<file path="src/rtl/systolic_pkg.sv">
// Shared types and helpers for the systolic tile engine: FSM state encoding
// and the drain-length calculation used to size the flush phase.
package systolic_pkg;

   typedef enum logic [2:0] {
      IDLE,
      CLEAR,
      STREAM,
      DRAIN,
      DONE
   } state_t;

   // Zero-injection cycles needed for the last beat to reach the far corner PE.
   function automatic int drain_len(input int rows, input int cols);
      return rows + cols - 1;
   endfunction

endpackage

</file>
<file path="src/rtl/systolic_pe.sv">
// Output-stationary processing element: registers the incoming A/B operands,
// forwards them right/down, and accumulates their product every cycle.
module systolic_pe #(
   parameter int OP_WIDTH  = 8,
   parameter int ACC_WIDTH = 32,
   parameter int SIGNED    = 0
) (
   input  logic                 clk,
   input  logic                 reset,
   input  logic                 clear,
   input  logic [OP_WIDTH-1:0]  a_in,
   input  logic [OP_WIDTH-1:0]  b_in,
   output logic [OP_WIDTH-1:0]  a_out,
   output logic [OP_WIDTH-1:0]  b_out,
   output logic [ACC_WIDTH-1:0] acc
);

   localparam int PW  = 2 * OP_WIDTH;
   localparam bit SGN = (SIGNED != 0);

   logic [PW-1:0]        a_ext;
   logic [PW-1:0]        b_ext;
   logic [PW-1:0]        prod;
   logic [ACC_WIDTH-1:0] prod_ext;

   // Operands are widened to the full product width first, so the low PW bits
   // of the multiply are the exact signed or unsigned product.
   assign a_ext = {{OP_WIDTH{SGN & a_out[OP_WIDTH-1]}}, a_out};
   assign b_ext = {{OP_WIDTH{SGN & b_out[OP_WIDTH-1]}}, b_out};
   assign prod  = a_ext * b_ext;

   if (ACC_WIDTH > PW) begin : g_ext
      assign prod_ext = {{(ACC_WIDTH-PW){SGN & prod[PW-1]}}, prod};
   end else begin : g_noext
      assign prod_ext = prod[ACC_WIDTH-1:0];
   end

   // Operand pipeline and wrapping accumulator; clear zeroes the whole PE.
   always_ff @(posedge clk) begin
      // NOTE: state registers use non-blocking assignment so every PE samples
      // its neighbours' pre-edge values, which is what makes the array shift.
      if (reset || clear) begin
         a_out <= '0;
         b_out <= '0;
         acc   <= '0;
      end else begin
         a_out <= a_in;
         b_out <= b_in;
         acc   <= acc + prod_ext;
      end
   end

endmodule

</file>
<file path="src/rtl/systolic_tile_engine.sv">
// ROWS x COLS output-stationary systolic matrix-multiply tile. Streams one A
// column and one B row per accepted beat, skews them into the PE grid, drains
// the pipeline with zeros and presents a frozen accumulator snapshot.
module systolic_tile_engine
   import systolic_pkg::*;
#(
   parameter int ROWS      = 4,
   parameter int COLS      = 4,
   parameter int OP_WIDTH  = 8,
   parameter int ACC_WIDTH = 32,
   parameter int K_WIDTH   = 8,
   parameter int SIGNED    = 0
) (
   input  logic                              clk,
   input  logic                              reset,
   input  logic                              start,
   input  logic [K_WIDTH-1:0]                k_len,
   input  logic                              in_valid,
   output logic                              in_ready,
   input  logic [ROWS*OP_WIDTH-1:0]          a_column,
   input  logic [COLS*OP_WIDTH-1:0]          b_row,
   output logic                              busy,
   output logic                              done,
   output logic                              result_valid,
   output logic [ROWS*COLS*ACC_WIDTH-1:0]    result
);

   localparam int DRAIN_LEN = drain_len(ROWS, COLS);
   localparam int DRAIN_W   = $clog2(DRAIN_LEN + 1);

   state_t               state;
   logic [K_WIDTH-1:0]   k_reg;
   logic [K_WIDTH-1:0]   beat_cnt;
   logic [DRAIN_W-1:0]   drain_cnt;
   logic                 beat;
   logic                 clear_pipe;

   logic [OP_WIDTH-1:0]  a_bus    [ROWS][COLS];
   logic [OP_WIDTH-1:0]  b_bus    [ROWS][COLS];
   logic [ACC_WIDTH-1:0] acc_grid [ROWS][COLS];
   logic [ROWS*COLS*ACC_WIDTH-1:0] acc_flat;

   // in_ready is high exactly in STREAM, so this is the accept condition.
   assign beat       = in_valid && in_ready;
   assign clear_pipe = (state == CLEAR);

   // Tile sequencing with registered handshake/status outputs and snapshot.
   always_ff @(posedge clk) begin
      if (reset) begin
         state        <= IDLE;
         k_reg        <= '0;
         beat_cnt     <= '0;
         drain_cnt    <= '0;
         in_ready     <= 1'b0;
         busy         <= 1'b0;
         done         <= 1'b0;
         result_valid <= 1'b0;
         result       <= '0;
      end else begin
         done <= 1'b0;
         case (state)
            IDLE, DONE: begin
               if (start) begin
                  state        <= CLEAR;
                  k_reg        <= k_len;
                  beat_cnt     <= '0;
                  drain_cnt    <= '0;
                  busy         <= 1'b1;
                  result_valid <= 1'b0;
                  result       <= '0;
               end
            end
            CLEAR: begin
               if (k_reg == '0) begin
                  // Empty tile: accumulators are zero, result stays zero.
                  state        <= DONE;
                  busy         <= 1'b0;
                  done         <= 1'b1;
                  result_valid <= 1'b1;
               end else begin
                  state    <= STREAM;
                  in_ready <= 1'b1;
               end
            end
            STREAM: begin
               if (beat) begin
                  if (beat_cnt == k_reg - K_WIDTH'(1)) begin
                     state     <= DRAIN;
                     in_ready  <= 1'b0;
                     drain_cnt <= '0;
                  end else begin
                     beat_cnt <= beat_cnt + K_WIDTH'(1);
                  end
               end
            end
            DRAIN: begin
               // DRAIN_LEN zero injections flush the last beat into the far
               // corner PE; the edge after that takes the snapshot.
               if (drain_cnt == DRAIN_W'(DRAIN_LEN)) begin
                  state        <= DONE;
                  busy         <= 1'b0;
                  done         <= 1'b1;
                  result_valid <= 1'b1;
                  result       <= acc_flat;
               end else begin
                  drain_cnt <= drain_cnt + DRAIN_W'(1);
               end
            end
            default: begin
               state <= IDLE;
            end
         endcase
      end
   end

   // A-side skew: row i is delayed i cycles before entering PE(i,0).
   for (genvar i = 0; i < ROWS; i++) begin : g_a_skew
      logic [OP_WIDTH-1:0] a_inj;
      assign a_inj = beat ? a_column[i*OP_WIDTH +: OP_WIDTH] : '0;
      if (i == 0) begin : g_direct
         assign a_bus[0][0] = a_inj;
      end else begin : g_delay
         logic [OP_WIDTH-1:0] stage [i];
         // Shift the row operand through its i delay stages.
         always_ff @(posedge clk) begin
            // NOTE: the skew stages are reset and cleared like any other
            // state, because an aborted tile must not leak operands into the
            // next one.
            if (reset || clear_pipe) begin
               for (int s = 0; s < i; s++) stage[s] <= '0;
            end else begin
               stage[0] <= a_inj;
               for (int s = 1; s < i; s++) stage[s] <= stage[s-1];
            end
         end
         assign a_bus[i][0] = stage[i-1];
      end
   end

   // B-side skew: column j is delayed j cycles before entering PE(0,j).
   for (genvar j = 0; j < COLS; j++) begin : g_b_skew
      logic [OP_WIDTH-1:0] b_inj;
      assign b_inj = beat ? b_row[j*OP_WIDTH +: OP_WIDTH] : '0;
      if (j == 0) begin : g_direct
         assign b_bus[0][0] = b_inj;
      end else begin : g_delay
         logic [OP_WIDTH-1:0] stage [j];
         // Shift the column operand through its j delay stages.
         always_ff @(posedge clk) begin
            if (reset || clear_pipe) begin
               for (int s = 0; s < j; s++) stage[s] <= '0;
            end else begin
               stage[0] <= b_inj;
               for (int s = 1; s < j; s++) stage[s] <= stage[s-1];
            end
         end
         assign b_bus[0][j] = stage[j-1];
      end
   end

   // PE grid: A flows right along rows, B flows down along columns.
   for (genvar i = 0; i < ROWS; i++) begin : g_row
      for (genvar j = 0; j < COLS; j++) begin : g_col
         logic [OP_WIDTH-1:0] a_pass;
         logic [OP_WIDTH-1:0] b_pass;

         systolic_pe #(
            .OP_WIDTH  (OP_WIDTH),
            .ACC_WIDTH (ACC_WIDTH),
            .SIGNED    (SIGNED)
         ) u_pe (
            .clk   (clk),
            .reset (reset),
            .clear (clear_pipe),
            .a_in  (a_bus[i][j]),
            .b_in  (b_bus[i][j]),
            .a_out (a_pass),
            .b_out (b_pass),
            .acc   (acc_grid[i][j])
         );

         if (j < COLS - 1) begin : g_a_fwd
            assign a_bus[i][j+1] = a_pass;
         end else begin : g_a_end
            logic [OP_WIDTH-1:0] a_spill_unused;
            assign a_spill_unused = a_pass;
         end

         if (i < ROWS - 1) begin : g_b_fwd
            assign b_bus[i+1][j] = b_pass;
         end else begin : g_b_end
            logic [OP_WIDTH-1:0] b_spill_unused;
            assign b_spill_unused = b_pass;
         end

         assign acc_flat[(i*COLS+j)*ACC_WIDTH +: ACC_WIDTH] = acc_grid[i][j];
      end
   end

endmodule

</file>
<file path="config.mk">
export PLATFORM = sky130hd
export DESIGN_NAME = systolic_tile_engine
export DESIGN_NICKNAME = d
export VERILOG_FILES = /design/src/rtl/systolic_pkg.sv /design/src/rtl/systolic_pe.sv /design/src/rtl/systolic_tile_engine.sv
export SDC_FILE = /design/constraint.sdc
export NUM_CORES = 2
export LEC_CHECK = 0
export CORE_MARGIN = 2
export CORE_UTILIZATION = 40
export DETAILED_ROUTE_END_ITERATION = 8
export PLACE_DENSITY_LB_ADDON = 0.2
export SKIP_LAST_GASP = 1
export SYNTH_ARGS = -nofsm -noshare
export SYNTH_HDL_FRONTEND = slang
export SYNTH_HIERARCHICAL = 1
export SYNTH_SLANG_ARGS = --single-unit
</file>
<file path="constraint.sdc">
create_clock -name clk -period 5.72 [get_ports clk]
set_input_delay 1.716 -clock clk [delete_from_list [all_inputs] [get_ports clk]]
set_output_delay 1.716 -clock clk [all_outputs]
set_load 0.02 [all_outputs]
</file>
==> key figures <==
Pwr
  • Leak: between 40 and 50 nW
  • Worst vdd ir: between 0.0002 and 0.0003 V
  • PwrDens: around 210 nW/um^2

Synthesis
  • Post-synth top area share: 0.308
  • Synth cell types: between 90 and 100
  • FF+latch count, synth: roughly 1,400
  • Synth top area cells: dfxtp_1 31%, fa_1 18%, ha_1 9.1%, and2_1 6.9%, inv_1 6.3%
  • Seq/Total Area, Yosys: 0.308
  • Post-synth EDFFs: 0
  • Async set-reset flop share out of synthesis: 0
  • Post-synth top flop: dfxtp_1
  • Yosys Warn Count: 6
  • Syn Std Cell Area: just over 90,000 um^2
  • Avg Cell Area, Syn: roughly 8.7 um^2
  • Syn Inst Count: 10,430
  • Yosys top cell by area: dfxtp_1
  • Post-Syn Nets: ~12,000

Route
  • Residual DRC: 0
  • Antenna violation net count after detailed routing: 0
  • Final WL: 261 mm
  • Vias per std cell: approximately 5.1
  • DRT iter0 DRCs: approximately 4,200
  • Via count: slightly above 70,000
  • Drt wl/cell: about 19 um
  • DRT Pass-1 Iters: 6

STA
  • # setup viols final: 0
  • Post-Route Skew: 34.8 ps
  • Final Hold Vio Count: 0
  • Peak Freq: between 150 and 200 MHz
  • RSZ-0062 raised after global routing: false
  • Period minus WS final: between 5000 and 6000 ps
  • Final period util: 0.882
  • Hold Slack: 414 ps
  • Actual slew at the worst max-slew pin: 1180 ps
  • Normalized max-slew margin: 0.214
  • Setup TNS: 0 ps
  • Slew Limit Fails: 0
  • Setup ws final: around 670 ps

Worst setup path
  • Top cell by count, worst path: fa_1
  • Buf/Inv on CP: 3
  • CP startpoint: g_row[1].g_col[2].u_pe/b_out[1]$_SDFF_PP0_
  • CP peak stage delay: about 740 ps
  • Reg-to-Reg End: g_row[1].g_col[2].u_pe/acc[31]$_SDFF_PP0_
  • Crit-path cells: and2_1 > fa_1 > fa_1 > inv_1 > fa_1 > fa_1 > inv_1 > ha_1 > and2_1 > o211ai_1 > a21oi_1 > nor3_1 > buf_4 > or4b_1 > mux2i_1
  • CP Data Arrival Time: slightly below 6000 ps
  • Critical R2R Launch: g_row[1].g_col[2].u_pe/b_out[1]$_SDFF_PP0_
  • Worst setup path end: g_row[1].g_col[2].u_pe/acc[31]$_SDFF_PP0_
  • Worst path required time: between 6000 and 7000 ps
  • Crit path kind: reg -> reg
  • Critical path peak fanout: 13
  • Crit-path slowest cell: dfxtp_1
  • FF-to-FF setup slack: 670 ps
  • Critical Path Sink Type: flop
  • Worst r2r path cells: 15
  • CP delay by family, top: adder cells
  • Worst setup SP type: flop
  • Critical path depth in cells: 15

Clock tree
  • Setup repair bufs after CTS: 0
  • Clock tree sinks: 1,402
  • CTS root buf: clkbuf_16
  • Worst-path clk slew: ~60 ps
  • CTS tree: built
  • Worst-Skew Late Latency: approximately 840 ps
  • H-tree level count: 4
  • Resize count post-CTS: 0
  • Cts hold-fix bufs: 0
  • Clk buf depth: 3
  • Total CTS buffers: ~170

Final layout
  • Area occupied by multi-input gates: 55,700 um^2
  • Area grow syn2layout: 16.2%
  • Fillers: around 22,000
  • Top Registers: g_row.g_col.u_pe/acc x512, result x512
  • Non-filler instance count after layout: 14,050
  • Layout cells sized above 1: 0.0472
  • Fin nets: about 12,000
  • Register Area: between 20,000 and 30,000 um^2
  • Most common library cell in the layout ignoring fill and taps: inv_1
  • Util after Layout: 0.466
  • Most frequent cells in the layout: 1,537 x inv_1, 1,402 x dfxtp_1, 1,285 x nand2_1

Placed design
  • Dpl hpwl: 200 mm
  • Final Wtd Congestion: 0.884
  • Dpl cells: between 10,000 and 15,000
  • Worst slack, placed: ~660 ps
  • PortBufs: slightly below 600

Global routing
  • Overflow after GRT: 0
  • Number of global-route vias before repair: approximately 73,000
  • Initial antenna violation count: 10
  • Pin count of the biggest net entering global routing: 144
  • Total Routing Usage GR: 0.224
  • First-pass GRT wire length: slightly above 400 mm

Min path
  • Hold crit path type: reg -> reg
  • WHS Path Cells: 1

Die
  • Die width: 481 um
  • Starting density of the core: 0.401
  • # rows: about 180
  • Placeable Area: about 230,000 um^2
  • Chip Height: between 400 and 500 um
  • Num ports: about 600
  • Die ar.: around 230,000 um^2

Outcome
  • Status: completed

Run
  • Max Cap Viol: 0
## per-stage QoR
stage	instance area (um^2)	power (mW)
after floorplan	91000	10.6
after detailed placement	100000	11.1
final	106000	22.1
after CTS	106000	22.4
after global routing	106000	22.8
after global placement	100000	11.1
## cells in the mapped netlist, types with 59 or more instances
| library cell | n |
|---|---|
| inv_1 | 1537 |
| dfxtp_1 | 1402 |
| nand2_1 | 1285 |
| and2_1 | 1004 |
| a21oi_1 | 816 |
| fa_1 | 800 |
| ha_1 | 661 |
| nand3_1 | 603 |
| nor2_1 | 331 |
| clkbuf_1 | 266 |
| o21ai_0 | 169 |
| nor3_1 | 130 |
| nand4_1 | 107 |
| or3_1 | 96 |
| xnor2_1 | 96 |
| and3_1 | 80 |
| xor2_1 | 78 |
| a211oi_1 | 77 |
| buf_2 | 73 |
| a21o_1 | 66 |
| o21a_1 | 59 |
## area by class of cell
type | instances | share of cell area
Multi-Input combinational cell | 7119 | 0.526
Sequential cell | 1402 | 0.265
Timing Repair Buffer | 667 | 0.0630
Inverter | 1537 | 0.0545
Clock buffer | 232 | 0.0449
Tap cell | 3009 | 0.0356
Clock inverter | 78 | 0.0101
Antenna cell | 6 | 0.000142
## worst min path at each step
stage	start	to	slack (ps)
after floorplan	g_a_skew[2].g_delay.stage[0][2]$_SDFF_PP0_	g_a_skew[2].g_delay.stage[0][10]$_SDFF_PP0_	410
after global placement	g_a_skew[2].g_delay.stage[0][9]$_SDFF_PP0_	g_row[2].g_col[0].u_pe/a_out[1]$_SDFF_PP0_	410
after detailed placement	g_b_skew[3].g_delay.stage[0][11]$_SDFF_PP0_	g_b_skew[3].g_delay.stage[0][19]$_SDFF_PP0_	410
after CTS	g_a_skew[2].g_delay.stage[0][9]$_SDFF_PP0_	g_row[2].g_col[0].u_pe/a_out[1]$_SDFF_PP0_	420
after global routing	g_b_skew[3].g_delay.stage[0][1]$_SDFF_PP0_	g_b_skew[3].g_delay.stage[0][9]$_SDFF_PP0_	450
final	g_a_skew[2].g_delay.stage[0][9]$_SDFF_PP0_	g_row[2].g_col[0].u_pe/a_out[1]$_SDFF_PP0_	410
## kinds of logic after synthesis
kind of cell	share of synthesized area
mux	0.00231
buf+inv	0.0808
fa+ha+maj	0.267
xor+xnor	0.0167
flops	0.308
simple gates	0.216
compound gates	0.109
## power by group
part	total, mW	switching [mW]	internal (mW)	leakage (nW)
clock	11.2	4.65	6.56	2.81
sequential	9.83	0.0379	9.79	11.3
combinational	1.02	0.816	0.204	31.6
total	22.1	5.50	16.6	45.7
## layer usage
layer  track usage  vias up  wire, um
li1              -    34839         -
met1         0.308    35237    121000
met2         0.360     1689    119000
met3        0.0365      304     13900
met4        0.0662        2      6800
met5             0        -        16
No activity file was read; power rests on OpenSTA's default activity.
